<file path="src/rtl/fifo_pkg.sv">
// Shared FIFO definitions: default data width and the output-buffer occupancy encoding.
package fifo_pkg;

    localparam int FIFO_DATA_W = 8;

    localparam logic [1:0] OCC_EMPTY = 2'd0;
    localparam logic [1:0] OCC_ONE   = 2'd1;
    localparam logic [1:0] OCC_TWO   = 2'd2;

    typedef enum logic [1:0] {
        ST_EMPTY = OCC_EMPTY,
        ST_ONE   = OCC_ONE,
        ST_TWO   = OCC_TWO
    } occ_e;

    // Counter width for a modulo-n counter; never narrower than one bit.
    function automatic int cnt_width(input int n);
        return (n <= 2) ? 1 : $clog2(n);
    endfunction

endpackage

</file>
<file path="src/rtl/fifo_stream_reader_if.sv">
// FIFO read port plus outgoing valid/ready stream; master = the reader engine.
interface fifo_stream_reader_if #(
    parameter int DATA_W = fifo_pkg::FIFO_DATA_W
);
    logic              fifo_empty;
    logic [DATA_W-1:0] fifo_rd_data;
    logic              fifo_rd_en;
    logic              m_valid;
    logic [DATA_W-1:0] m_data;
    logic              m_ready;
    logic              m_last;

    modport master (
        input  fifo_empty, fifo_rd_data, m_ready,
        output fifo_rd_en, m_valid, m_data, m_last
    );

    modport slave (
        output fifo_empty, fifo_rd_data, m_ready,
        input  fifo_rd_en, m_valid, m_data, m_last
    );
endinterface

</file>
<file path="src/rtl/stream_out_buf.sv">
// Two-entry in-order output buffer: captures a word (plus last tag) and presents
// the head on a valid/ready port. Slot 0 is always the head.
module stream_out_buf
    import fifo_pkg::*;
#(
    parameter int W = FIFO_DATA_W
) (
    input  logic         clk,
    input  logic         rst_n,
    input  logic         cap,
    input  logic [W-1:0] cap_data,
    input  logic         cap_last,
    input  logic         ready,
    output logic         valid,
    output logic [W-1:0] data,
    output logic         last,
    output logic [1:0]   occ
);

    occ_e       occ_reg, occ_next;
    logic [W:0] slot_reg  [2];
    logic [W:0] slot_next [2];
    logic [W:0] cap_word;
    logic       consume;

    assign cap_word = {cap_last, cap_data};
    assign valid    = (occ_reg != ST_EMPTY);
    assign consume  = valid & ready;
    assign data     = slot_reg[0][W-1:0];
    assign last     = slot_reg[0][W];
    assign occ      = occ_reg;

    always_ff @(posedge clk or negedge rst_n) begin
        if (!rst_n) begin
            occ_reg     <= ST_EMPTY;
            slot_reg[0] <= '0;
            slot_reg[1] <= '0;
        end else begin
            occ_reg     <= occ_next;
            slot_reg[0] <= slot_next[0];
            slot_reg[1] <= slot_next[1];
        end
    end

    // Next occupancy is occ + capture - consume; simultaneous capture and
    // consume shifts the queue so the oldest word stays at the head.
    always_comb begin
        occ_next     = occ_reg;
        slot_next[0] = slot_reg[0];
        slot_next[1] = slot_reg[1];
        case (occ_reg)
            ST_EMPTY: begin
                if (cap) begin
                    slot_next[0] = cap_word;
                    occ_next     = ST_ONE;
                end
            end
            ST_ONE: begin
                if (cap && consume) begin
                    slot_next[0] = cap_word;
                end else if (cap) begin
                    slot_next[1] = cap_word;
                    occ_next     = ST_TWO;
                end else if (consume) begin
                    occ_next     = ST_EMPTY;
                end
            end
            ST_TWO: begin
                if (consume) begin
                    slot_next[0] = slot_reg[1];
                    if (cap) begin
                        slot_next[1] = cap_word;
                    end else begin
                        occ_next = ST_ONE;
                    end
                end
            end
            default: occ_next = ST_EMPTY;
        endcase
    end

endmodule

</file>
<file path="src/rtl/fifo_stream_reader.sv">
// Read-side engine: pops the FIFO under a 2-word credit and streams words out.
// Optional packet framing on m_last is enabled by defining STREAM_LAST_EN.
module fifo_stream_reader
    import fifo_pkg::*;
#(
    parameter int DATA_W  = FIFO_DATA_W,
    parameter int PKT_LEN = 4
) (
    input  logic                 clk,
    input  logic                 rst_n,
    input  logic                 en,
    fifo_stream_reader_if.master bus
);

    logic       inflight_reg;
    logic       rd_en;
    logic       consume;
    logic       credit_ok;
    logic       cap_last;
    logic [1:0] occ;
    logic       buf_valid;

    assign consume = buf_valid & bus.m_ready;

    // occ + inflight - consume < 2, rearranged to avoid unsigned underflow.
    assign credit_ok = ({1'b0, occ} + {2'b00, inflight_reg}) < (3'd2 + {2'b00, consume});
    assign rd_en     = rst_n & en & ~bus.fifo_empty & credit_ok;
    assign bus.fifo_rd_en = rd_en;
    assign bus.m_valid    = buf_valid;

    always_ff @(posedge clk or negedge rst_n) begin
        if (!rst_n) begin
            inflight_reg <= 1'b0;
        end else begin
            inflight_reg <= rd_en;
        end
    end

`ifdef STREAM_LAST_EN
    localparam int CNT_W = cnt_width(PKT_LEN);

    logic [CNT_W-1:0] beat_reg;

    // Beats are tagged as they enter the in-order buffer, so the tag travels
    // with its word and stays stable under backpressure.
    assign cap_last = (beat_reg == CNT_W'(PKT_LEN - 1));

    always_ff @(posedge clk or negedge rst_n) begin
        if (!rst_n) begin
            beat_reg <= '0;
        end else if (inflight_reg) begin
            beat_reg <= cap_last ? '0 : beat_reg + 1'b1;
        end
    end
`else
    assign cap_last = 1'b0;
`endif

    stream_out_buf #(
        .W (DATA_W)
    ) u_buf (
        .clk      (clk),
        .rst_n    (rst_n),
        .cap      (inflight_reg),
        .cap_data (bus.fifo_rd_data),
        .cap_last (cap_last),
        .ready    (bus.m_ready),
        .valid    (buf_valid),
        .data     (bus.m_data),
        .last     (bus.m_last),
        .occ      (occ)
    );

endmodule
</file>
<file path="src/flat_wrapper.sv">
// flat-port wrapper written by rule: the top's interface ports become plain ports
module fifo_stream_reader_flat import fifo_pkg::*;
#(
    parameter int DATA_W  = FIFO_DATA_W,
    parameter int PKT_LEN = 4
)
  (clk, rst_n, en, bus_fifo_empty, bus_fifo_rd_data, bus_m_ready, bus_fifo_rd_en, bus_m_valid, bus_m_data, bus_m_last);
  fifo_stream_reader_if #(.DATA_W(DATA_W)) bus_i ();
  input  logic clk;
  input  logic rst_n;
  input  logic en;
  input wire logic [$bits(bus_i.fifo_empty)-1:0] bus_fifo_empty;
  input wire logic [$bits(bus_i.fifo_rd_data)-1:0] bus_fifo_rd_data;
  input wire logic [$bits(bus_i.m_ready)-1:0] bus_m_ready;
  output wire logic [$bits(bus_i.fifo_rd_en)-1:0] bus_fifo_rd_en;
  output wire logic [$bits(bus_i.m_valid)-1:0] bus_m_valid;
  output wire logic [$bits(bus_i.m_data)-1:0] bus_m_data;
  output wire logic [$bits(bus_i.m_last)-1:0] bus_m_last;
  assign bus_i.fifo_empty = bus_fifo_empty;
  assign bus_i.fifo_rd_data = bus_fifo_rd_data;
  assign bus_i.m_ready = bus_m_ready;
  assign bus_fifo_rd_en = bus_i.fifo_rd_en;
  assign bus_m_valid = bus_i.m_valid;
  assign bus_m_data = bus_i.m_data;
  assign bus_m_last = bus_i.m_last;
  fifo_stream_reader #(.DATA_W(DATA_W), .PKT_LEN(PKT_LEN)) u_core (.clk(clk), .rst_n(rst_n), .en(en), .bus(bus_i));
endmodule
</file>
<file path="config.mk">
export PLATFORM = sky130hd
export DESIGN_NAME = fifo_stream_reader_flat
export DESIGN_NICKNAME = d
export VERILOG_FILES = /design/src/rtl/fifo_pkg.sv /design/src/rtl/fifo_stream_reader_if.sv /design/src/rtl/stream_out_buf.sv /design/src/rtl/fifo_stream_reader.sv /design/src/flat_wrapper.sv
export SDC_FILE = /design/constraint.sdc
export NUM_CORES = 1
export LEC_CHECK = 0
export BUFFER_PORTS_ARGS = -buffer_cell sky130_fd_sc_hd__buf_2
export CORE_ASPECT_RATIO = 1.25
export CORE_UTILIZATION = 35
export CTS_BUF_LIST = sky130_fd_sc_hd__clkbuf_16
export DETAILED_ROUTE_END_ITERATION = 7
export PLACE_DENSITY = 0.68
export SYNTH_ARGS = -nofsm -noshare
export SYNTH_HDL_FRONTEND = slang
export SYNTH_HIERARCHICAL = 1
export SYNTH_SLANG_ARGS = --single-unit
</file>
<file path="constraint.sdc">
create_clock -name clk -period 3.3 [get_ports clk]
set_input_delay 0.33 -clock clk [delete_from_list [all_inputs] [get_ports clk]]
set_output_delay 0.33 -clock clk [all_outputs]
set_load 0.02 [all_outputs]
</file>
# Word-level counts from Yosys, hierarchy flattened
# Index checks and enable logic that the tools add are counted.
[word_totals] register_bits=21 latch_bits=0 ram_bits=0 mem_bits_ro=0 input_bits=13 out_inout_bits=11 word_cells=42 memories=0
[op_classes] add_sub_neg=2 multipliers=0 div_mod_pow=0 n_lt_le_gt_ge=1 n_eq_ne=8 shifts=0 muxes=14 bitwise_logic=5 n_reduce_logical=8
[ops] cell="9-bit 2-to-1 mux" count=4
[ops] cell="9-bit case mux with 3 select lines" count=1
[ops] cell="18-bit 2-to-1 mux" count=1
[ops] cell="9-bit case mux with 2 select lines" count=1
[ops] cell="2-bit 2-to-1 mux" count=6
[ops] cell="2-bit != test (second input constant)" count=3
[ops] cell="2-bit case mux with 3 select lines" count=1
[ops] cell="5-bit AND reduction" count=1
[ops] cell="1-bit bitwise AND" count=4
[ops] cell="2-bit by 1-bit != test with 1-bit output (second input constant)" count=2
[ops] cell="4-bit AND reduction" count=1
[ops] cell="2-bit nonzero test" count=2
[ops] cell="2-bit by 1-bit adder with 3-bit output" count=1
[ops] cell="2-bit by 1-bit adder with 3-bit output (first input constant)" count=1
[ops] cell="3-bit < comparator" count=1
[ops] cell="3-bit by 1-bit != test with 1-bit output (second input constant)" count=1
[ops] cell="3-bit AND reduction" count=1
[ops] cell="3-bit nonzero test" count=1
[ops] cell="2-bit by 1-bit == test with 1-bit output (second input constant)" count=1
[ops] cell="2-bit == test (second input constant)" count=1
[ops] cell="2-bit zero test" count=1
[ops] cell="1-bit logical AND" count=1
[ops] cell="1-bit inverter" count=1

# Longest topological paths before layout
[depth] depth_word=6 mapped_depth=4 mapped_depth_nobuf=3

# Cells and area by module
# Netlist, hierarchy kept.
[by_module_without_submodules] mod="stream_out_buf" n_inst=1 cells_each=70 area_each_um2=991.0 seq_area_each_um2=500.5
[by_module_without_submodules] mod="fifo_stream_reader" n_inst=1 cells_each=7 area_each_um2=92.6 seq_area_each_um2=25.0

# Least setup slack after synthesis
# OpenSTA, ideal clock, no wires.
[synth_timing] path_kind="reg2out" from="register u_core.inflight_reg" to="output port bus_fifo_rd_en" t_arrival_ns=1.551 required_ns=2.970 setup_slack_ns=1.419 stages_incl_launch_ff=4 path_buffers=0 path_cell_list="dfrtp_1 ha_1 nand3b_4 a2111oi_2"
[synth_between] elab_chain_cells=3
[synth_rtl] element="start: declaration" line="fifo_stream_reader.sv:15" source="logic inflight_reg;"
[synth_rtl] element="start signal: assignment" line="fifo_stream_reader.sv:35" source="inflight_reg <= rd_en;"
[synth_rtl] element="2-bit by 1-bit adder with 3-bit output" line="fifo_stream_reader.sv:26" source="assign credit_ok = ({1'b0, occ} + {2'b00, inflight_reg}) < (3'd2 + {2'b00, consume});"
[synth_rtl] element="3-bit < comparator" line="fifo_stream_reader.sv:26"
[synth_rtl] element="1-bit bitwise AND" line="fifo_stream_reader.sv:27" source="assign rd_en = rst_n & en & ~bus.fifo_empty & credit_ok;"
[synth_rtl] element="end: declaration" line="flat_wrapper.sv:15" source="output wire logic [$bits(bus_i.fifo_rd_en)-1:0] bus_fifo_rd_en;"
# Every way passes these cells.

# Final worst setup path
# Ends and elaborated chain as after synthesis.

==> metrics.md <==
| Metric | Value |
|---|---|
| Sequential fraction of the synthesis area | `0.485` |
| Core area | `about 2900 um^2` |
| HPWL after DPL | `approximately 1300 um` |
| R2r setup slk | `around 1.3 ns` |
| Vias/cell | `between 4 and 5` |
| Clock Path Buffers | `2` |
| CP max-delay cell | `dfrtp_1` |
| Flops & latches, synth | `21` |
| Post-CTS Setup Inserts | `0` |
| Sum Neg Setup Slack | `0 ns` |
| DR top layer | `met4` |
| Antenna diodes | `0` |
| Peak VDD IR | `around 0.30 mV` |
| Antenna violations before repair | `0` |
| 1st-pass router iterations | `4` |
| RR Startpoint | `u_core/u_buf/occ[1]$_DFFE_PN0P_` |
| Crit path launch type | `register` |
| WL met2 | `just under 1000 um` |
| Warnings, synthesis | `6` |
| Synth cell types | `20` |
| Cells after Synth | `77` |
| Register-to-Register Path Depth | `3` |
| Slew headroom | `0.412` |
| Congestion Overflow GR | `0` |
| Die span in y | `roughly 64 um` |
| Clk sinks | `21` |
| Worst clock skew | `about 0.0020 ns` |
| Area delta synth->final | `15.9%` |
| Crit-path cells | `ha_1 -> nand3b_4 -> a2111oi_2 -> buf_2` |
| Final Hold Fails | `0` |
| Layout fillers | `274` |
| Worst path top cell family by delay | `flip-flops` |
| Wire length per cell | `about 14 um` |
| Detailed Route WL | `1860 um` |
| Pleak | `~0.0006 uW` |
| RSZ-0062 raised after global routing | `no` |
| Synth top area share | `0.485` |
| Max-cap viol count | `0` |
| I/O pin total | `24` |
| Placer Congestion | `approximately 0.7` |
| Ranking of synthesized cells by area | `dfrtp_1, mux2_2, buf_4` |
| Vias in the first global route | `approximately 670` |
| WP data arrival | `between 1.5 and 2 ns` |
| Post_cts resized | `0` |
| First-pass GRT wire length | `around 3000 um` |
| Metal3 WL | `approximately 76 um` |
| Buf+Inv Stages, Crit Path | `1` |
| CTS Hold Bufs | `0` |
| GRT Util Overall | `0.124` |
| DR DRC count | `0` |
| Synthesized area | `1080 um^2` |
| Initial Util | `0.368` |
| Worst r2r dst | `u_core/u_buf/data[0]$_DFFE_PN0P_` |
| Pin count of the biggest net entering global routing | `23` |
| Die Span X | `about 52 um` |
| Slew Limit Fails | `0` |
| Pwr dens | `673 nW/um^2` |
| Critical Path End Type | `output port` |
| Worst Path Max Fanout | `6` |
| Drt initial violations | `5` |
| Antenna Nets Post-Route | `0` |
| Fraction of layout cells with a size suffix above 1 | `0.625` |
| Worst-Margin Slew | `~0.88 ns` |
| DRT met1 WL | `~800 um` |
| Post-DP Area | `approximately 1200 um^2` |
| Final Critical Period | `between 2 and 2.5 ns` |
| Syn Area/Cell | `between 10 and 15 um^2` |
| Nets | `about 110` |
| Final Instance Area | `~1300 um^2` |
| Setup violators final | `0` |
| Max FFs per register | `9` |
| Hold_ws | `approximately 0.037 ns` |
| Reg clk slew, reported paths | `around 0.060 ns` |
| Setup CP Type | `reg2out` |
| Root Buffer | `clkbuf_16` |
| Synth area leader | `dfrtp_1` |
| Die area | `between 3000 and 4000 um^2` |
| CTS tree | `yes` |
| H-tree levels | `1` |
| FMAX | `0.457 GHz` |
| Status | `finished, final reports clean` |
| Ratio of final minimum period to clock period | `0.663` |
| Total CTS buffers | `3` |
| Clock latency at the later pin of the worst-skew pair | `0.25 ns` |
| CP required | `2.97 ns` |
| Hold WC Path Type | `in2async` |
| Number of cell rows | `22` |
| Final core utilization | `0.427` |
| Port Buffers | `23` |
| Via count | `about 640` |
| Delay of the slowest cell on the worst path | `~0.48 ns` |
==> worst max-delay path by stage <==
stage                                       endpoint                       startpoint  cells past startpoint
floorplan                             bus_fifo_rd_en    u_core/inflight_reg$_DFF_PN0_                      3
global placement    u_core/u_buf/data[0]$_DFFE_PN0P_  u_core/u_buf/occ[1]$_DFFE_PN0P_                      3
detailed placement  u_core/u_buf/data[7]$_DFFE_PN0P_  u_core/u_buf/occ[1]$_DFFE_PN0P_                      3
CTS                                   bus_fifo_rd_en    u_core/inflight_reg$_DFF_PN0_                      4
global route                          bus_fifo_rd_en    u_core/inflight_reg$_DFF_PN0_                      4
finish                                bus_fifo_rd_en    u_core/inflight_reg$_DFF_PN0_                      4
==> metrics by stage <==
step | cells | total power (uW) | setup WS (ns)
2_1_floorplan | 78 | 570 | 1.42
5_1_grt | 132 | 889 | 1.04
3_5_place_dp | 128 | 598 | 1.34
6_report | 132 | 845 | 1.11
4_1_cts | 132 | 856 | 1.09
3_3_place_gp | 128 | 587 | 1.34
==> layer usage <==
metal / GRT usage / up-vias
met4: 0.0608 / 0
met2: 0.222 / 12
met3: 0.0286 / 2
met5: 0 / -
met1: 0.130 / 317
li1: - / 304
==> layout by cell type (no fill, tap or decap) <==
master     instances
nor2b_1            2
inv_1              1
nand3b_1           1
clkbuf_16          3
nand3b_4           1
clkinv_2           1
xnor2_1            1
dfrtp_1           21
and3b_1            1
or2_2              1
mux2_2            27
conb_1             2
nand2b_1           1
buf_2             23
a2111oi_2          1
o22ai_1            1
nor3b_2            1
nand2_1            1
o21ai_0            2
ha_1               2
o21ai_4            2
==> cells in the mapped netlist, drive strengths merged <==
cell,number
and3b,1
nor2b,2
o21ai,4
xnor2,1
dfrtp,21
ha,2
nand3b,2
a2111oi,1
nand2,1
buf,9
o22ai,1
inv,1
nand2b,1
mux2,27
nor3b,1
or2,1
conb,1
==> layout make-up <==
type / count / area (um^2) / area share
multi-input cells: 47 / 487 / 0.387
clock inverters: 1 / 5.00 / 0.00398
well taps: 36 / 45.0 / 0.0359
flip-flops and latches: 21 / 526 / 0.418
repair buffers: 23 / 115 / 0.0916
inverters: 1 / 3.75 / 0.00299
clock buffers: 3 / 75.1 / 0.0598
==> report_power, final <==
| group | internal (uW) | leakage (uW) | switching (uW) | total, uW |
|---|---|---|---|---|
| Combinational | 107 | 0.000291 | 110 | 217 |
| Clock | 163 | 0.0000409 | 90.5 | 253 |
| Sequential | 335 | 0.000263 | 40.2 | 375 |
==> cells by family (layout without fill, tap and decap cells) <==
family                   count (synthesis)  in the layout  share of synthesized area
multiplexers                            27             27                      0.281
flip-flops                              21             21                      0.485
buffers and inverters                   10             28                     0.0693
AND/OR/NAND/NOR                          9              9                     0.0716
AO/OA/AOI/OAI                            6              6                     0.0589
adder cells (fa/ha/maj)                  2              2                     0.0231
other                                    1              2                    0.00346
XOR/XNOR                                 1              1                    0.00808
Power figures use the tool's default switching activity.
